## config.mk

```make
export PLATFORM = sky130hd
export DESIGN_NAME = sa_result_demux_collector
export DESIGN_NICKNAME = d
export VERILOG_FILES = /design/src/rtl/sa_result_demux_collector_pkg.sv /design/src/rtl/sa_result_demux_collector_row_lut.sv /design/src/rtl/sa_result_demux_collector.sv
export SDC_FILE = /design/constraint.sdc
export NUM_CORES = 1
export LEC_CHECK = 0
export CAP_MARGIN = 15
export CORE_AREA = 2 2 156 97
export CTS_CLUSTER_SIZE = 24
export DETAILED_ROUTE_END_ITERATION = 12
export DIE_AREA = 0 0 158 99
export DONT_BUFFER_PORTS = 1
export PLACE_DENSITY_LB_ADDON = 0.25
export SETUP_SLACK_MARGIN = 0.5
export SYNTH_ARGS = -nofsm -noshare
export SYNTH_HDL_FRONTEND = slang
export SYNTH_SLANG_ARGS = --single-unit
```

## constraint.sdc

```tcl
create_clock -name clk -period 6.2 [get_ports clk]
set_input_delay 1.24 -clock clk [delete_from_list [all_inputs] [get_ports clk]]
set_output_delay 1.24 -clock clk [all_outputs]
set_load 0.1 [all_outputs]
```

## src/rtl/sa_result_demux_collector_pkg.sv

```systemverilog
// sa_pkg: shared systolic-array definitions; the row schedule is used by both the feed select and the result collector.
package sa_pkg;
  typedef enum logic [1:0] {IDLE, COLLECT, HOLD} state_t;
  localparam int SA_DIM = 3;
  localparam int SA_STEPS = 9;
  // step -> row, entry s at bits [2*s +: 2]; rows fill in skewed order 0,0,1,0,1,2,1,2,2
  localparam logic [2*SA_STEPS-1:0] ROW_SCHED = {2'd2, 2'd2, 2'd1, 2'd2, 2'd1, 2'd0, 2'd1, 2'd0, 2'd0};
  function automatic logic [1:0] row_of(input logic [3:0] step);
    return (int'(step) < SA_STEPS) ? ROW_SCHED[int'(step)*2 +: 2] : 2'd0;
  endfunction
endpackage

```

## src/rtl/sa_result_demux_collector_row_lut.sv

```systemverilog
// sa_collect_row_lut: combinational schedule step to destination row lookup; out-of-range steps map to row 0.
module sa_collect_row_lut
  import sa_pkg::*;
(
  input  logic [3:0] i_step,
  output logic [1:0] o_row
);
  assign o_row = row_of(i_step);
endmodule

```

## src/rtl/sa_result_demux_collector.sv

```systemverilog
// sa_result_demux_collector: steers the skewed 3x3 result lane into rows and presents the matrix via valid/ready.
// Optional sticky protocol-error flag enabled by defining SA_COLLECT_ERR_EN.
module sa_result_demux_collector
  import sa_pkg::*;
#(
  parameter int DATA_W  = 16,
  parameter int CNT_MAX = 8
) (
  input  logic                       clk,
  input  logic                       rst_n,
  input  logic                       start,
  input  logic                       in_valid,
  input  logic [DATA_W-1:0]          in_data,
  output logic                       in_ready,
  output logic                       out_valid,
  input  logic                       out_ready,
  output logic [9*DATA_W-1:0]        out_data,
  output logic [3:0]                 cnt,
  output logic                       busy,
  output logic                       err
);
  state_t            r_state;
  logic [3:0]        r_cnt;
  logic [1:0]        r_colptr [SA_DIM];
  logic [9*DATA_W-1:0] r_data;
  logic              r_out_valid;
  logic [1:0]        w_row;
  logic [1:0]        w_col;

  sa_collect_row_lut u_lut (.i_step(r_cnt), .o_row(w_row));

  assign w_col     = r_colptr[w_row];
  assign in_ready  = r_state == COLLECT;
  assign busy      = r_state != IDLE;
  assign cnt       = r_cnt;
  assign out_valid = r_out_valid;
  assign out_data  = r_data;

  always_ff @(posedge clk or negedge rst_n) begin
    if (!rst_n) begin
      r_state     <= IDLE;
      r_cnt       <= '0;
      r_colptr    <= '{default: '0};
      r_data      <= '0;
      r_out_valid <= 1'b0;
    end else begin
      case (r_state)
        IDLE: if (start) begin
          r_state  <= COLLECT;
          r_cnt    <= '0;
          r_colptr <= '{default: '0};
        end
        COLLECT: if (in_valid) begin
          r_data[(32'(w_row)*SA_DIM + 32'(w_col))*DATA_W +: DATA_W] <= in_data;
          r_colptr[w_row] <= w_col + 2'd1;
          r_cnt           <= (r_cnt == 4'(CNT_MAX)) ? 4'd0 : r_cnt + 4'd1;
          if (r_cnt == 4'(CNT_MAX)) begin
            r_state     <= HOLD;
            r_out_valid <= 1'b1;
          end
        end
        HOLD: if (out_ready) begin
          r_state     <= IDLE;
          r_out_valid <= 1'b0;
        end
        default: r_state <= IDLE;
      endcase
    end
  end

`ifdef SA_COLLECT_ERR_EN
  logic r_err;
  // dropped beat outside COLLECT, or a restart request mid-collection
  always_ff @(posedge clk or negedge rst_n) begin
    if (!rst_n) r_err <= 1'b0;
    else if ((in_valid && r_state != COLLECT) || (start && r_state == COLLECT)) r_err <= 1'b1;
  end
  assign err = r_err;
`else
  assign err = 1'b0;
`endif
endmodule
```

==> results.yml <==
run_status:
  status: "finished clean"
synthesis:
  netlist_top_cells_area: "dfrtp_1 (56%), mux2_1 (6.4%), mux2_2 (5.8%), nand2_1 (4.6%), mux2_4 (4.3%)"
  synthAdderAreaFrac_pct: 2.36
  synth.most_common_cell: "dfrtp_1"
  synth_top_family_by_area: "multiplexers"
  ys_ff_latch: 157
  syn_avg_cell_area_um2: 12.4
  synth_edf_count: 0
  syn-num-nets: 598
  synth_top_cell_by_area: "dfrtp_1"
  synth_ff_type: "dfrtp_1"
  synth-simple-area-share_pct: 12.7
  synth_mux_area_share_pct: 16.8
  synthTopCellsByCount: "dfrtp_1 (157), nand2_1 (86), mux2_1 (40)"
  ys_seq_area_share_pct: 56.2
  synth_compound_area_share_pct: 8.01
  ys_warn_count: 0
  synthXorXnorAreaFrac_pct: 0.501
  synth_area_mm2: 0.00699
  ys_types: 58
  async_reset_ff_share_pct: 100
  syn-instance-count: 565
  synth_top_cell_area_share_pct: 56.2
worst_setup_path:
  start_kind: "flop"
  critPathRequiredTime_ns: 6.48
  cp.arrival_ns: 5.60
  rrSetupSlack_ns: 0.88
  critPathLaunch: "cnt[1]"
  rr_worst_depth: 18
  r2r-start: "cnt[1]"
  cp_max_fo: 16
  worst_setup_path_end_kind: "flop"
  critPathCapture: "out_data[72]"
  reg2reg_to: "out_data[72]"
  critical_path_class: "flop to flop"
floorplanning:
  die-area_mm2: 0.0156
  initial_utilization_pct: 49.2
  row_count: 34
  pin_count: 173
  coreArea_mm2: 0.0142
  dieHeight_um: 99
  die_w_um: 158
sta:
  setup_viol: 0
  worst_slew_margin_rel_pct: 26.7
  fin_worst_skew_ns: 0.0134
  rsz0062_at_grt: "false"
  fmax_mhz: 188
  fin_crit_ns: 5.32
  worst_pin_slew_ns: 1.09
  fin_tns_setup_ns: 0
  slew_violations: 0
  final_hold_viol_count: 0
  fin_crit_sh_pct: 85.8
placed_design:
  io_buffers: 0
  dp_hpwl_um: 12200
  routabilityCongestion: 0.826
route:
  vias_per_cell: 5.69
  wl_um: 17700
  drc: 0
  dr.pass1.iters: 4
  wire_per_inst_um: 22.8
  num_vias: 4398
  drt-initial-drc-count: 320
  ant_nets: 0
global_routing:
  gr-usage-met2_pct: 33.5
  grt_pass1_vias: 4368
  overflow: 0
  grt.total_usage_pct: 23.2
  grt-busiest-layer: "met2"
  grt_max_degree: 158
  grt_pass1_wl_um: 26900
  use_met3_pct: 10.4
  use_met1_pct: 32.4
  antenna_found_initial: 0
clock_network:
  numClockSinks: 157
  post_cts_resize_count: 0
  cts_root_buf: "clkbuf_16"
  cts_buffer_depth: 2
  cts_tree: "done"
  cts_hold_buf: 0
  cts-htree-levels: 4
  cts_setup_buffers: 0
  clk_latency_ns: 0.41
  cts_buffers: 17
  clk_pin_slew_ns: 0.07
layout:
  antennaDiodeCount: 0
  nets: 596
  final_layout_size_suffix_gt1_share_pct: 20.7
  area_growth_syn_to_layout_pct: 10.2
job:
  cap_violations: 0
worst_hold_path:
  hold_path.class: "primary input to async pin"
-- placed cells by master, fill, tap and decap left out, types with 2 or more instances in the layout --
cell type / n
a21oi_1: 8
o31ai_1: 11
xnor2_1: 4
nand2_1: 86
nand3b_1: 4
o21ai_1: 16
nor2b_1: 3
mux2_4: 20
nor2_1: 9
mux2i_1: 2
nand2b_1: 19
inv_8: 2
clkinv_2: 3
nand3_2: 2
o211ai_4: 2
o21ai_0: 37
fa_1: 2
and3_1: 2
nor3b_1: 2
nand4_4: 3
ha_1: 10
clkbuf_16: 17
clkinvlp_4: 4
dfrtp_1: 157
inv_1: 15
mux2_1: 40
mux2_2: 36
buf_4: 8
inv_6: 4
nand3_1: 16
-- registers in the layout, indices dropped and copies added (netlist names) --
signal / cells
out_data: 144
r_colptr: 6
cnt: 4
r_state: 2
out_valid: 1
-- metrics by stage --
step | setup slack (ns) | utilization [%] | hold WS, ns | std cells | instance area, um2
after floorplan | 0.920 | - | 0.510 | 565 | 6990
after global placement | 1.08 | 50.2 | 0.555 | 741 | 7130
after detailed placement | 0.877 | 50.2 | 0.569 | 741 | 7130
after CTS | 0.842 | 54.1 | 0.505 | 772 | 7690
after global routing | 0.551 | 54.2 | 0.501 | 773 | 7710
final | 0.882 | 54.2 | 0.524 | 773 | 7710
-- final cells by class --
| class | instances | area, um2 |
|---|---|---|
| Tap cell | 198 | 248 |
| Inverter | 16 | 62.6 |
| Timing Repair Buffer | 9 | 75.1 |
| Fill cell | 1208 | 6500 |
| Clock buffer | 17 | 425 |
| Multi-Input combinational cell | 362 | 2840 |
| Clock inverter | 14 | 133 |
| Sequential cell | 157 | 3930 |
-- per-layer routing --
metal / share of wire [%] / routed length, um / vias to the layer above
met2: 44 / 7710 / 177
met5: 0 / 0 / -
li1: - / - / 1950
met3: 11 / 1980 / 10
met4: 0.72 / 128 / 0
met1: 44 / 7840 / 2261
-- cell families (layout without fill, tap and decap cells) --
group	Yosys count	in the layout
AND/OR/NAND/NOR	162	162
multiplexers	98	98
other	1	1
XOR/XNOR	4	4
buffers and inverters	46	56
adder cells (fa/ha/maj)	12	12
flip-flops	157	157
AO/OA/AOI/OAI	85	85
-- worst min path at each step --
| stage | from | endpoint | slack (ns) |
|---|---|---|---|
| finish | rst_n | out_data[97] | 0.52 |
| global route | rst_n | out_data[97] | 0.50 |
| CTS | rst_n | out_data[50] | 0.51 |
| detailed placement | r_colptr[3] | r_colptr[3] | 0.57 |
| global placement | r_colptr[3] | r_colptr[3] | 0.56 |
| floorplan | r_colptr[3] | r_colptr[3] | 0.51 |
-- worst max-delay path, cell delays in order, from the launching register on --
cell and delay (ns):
dfrtp_1 0.32, buf_4 0.30, ha_1 0.23, nor2b_1 0.25, o21a_1 0.18, inv_1 0.13
mux2i_1 0.15, nor2_1 0.09, a21oi_1 0.06, fa_1 0.49, inv_1 0.05, ha_1 0.19
fa_1 0.63, nor3b_1 0.09, ha_1 0.41, nand2b_1 0.17, a21oi_1 0.39, nand3_2 0.53
mux2_1 0.50
Power is not shown: default switching activity piles up to over one toggle a cycle in this logic, so the estimate is an artifact.
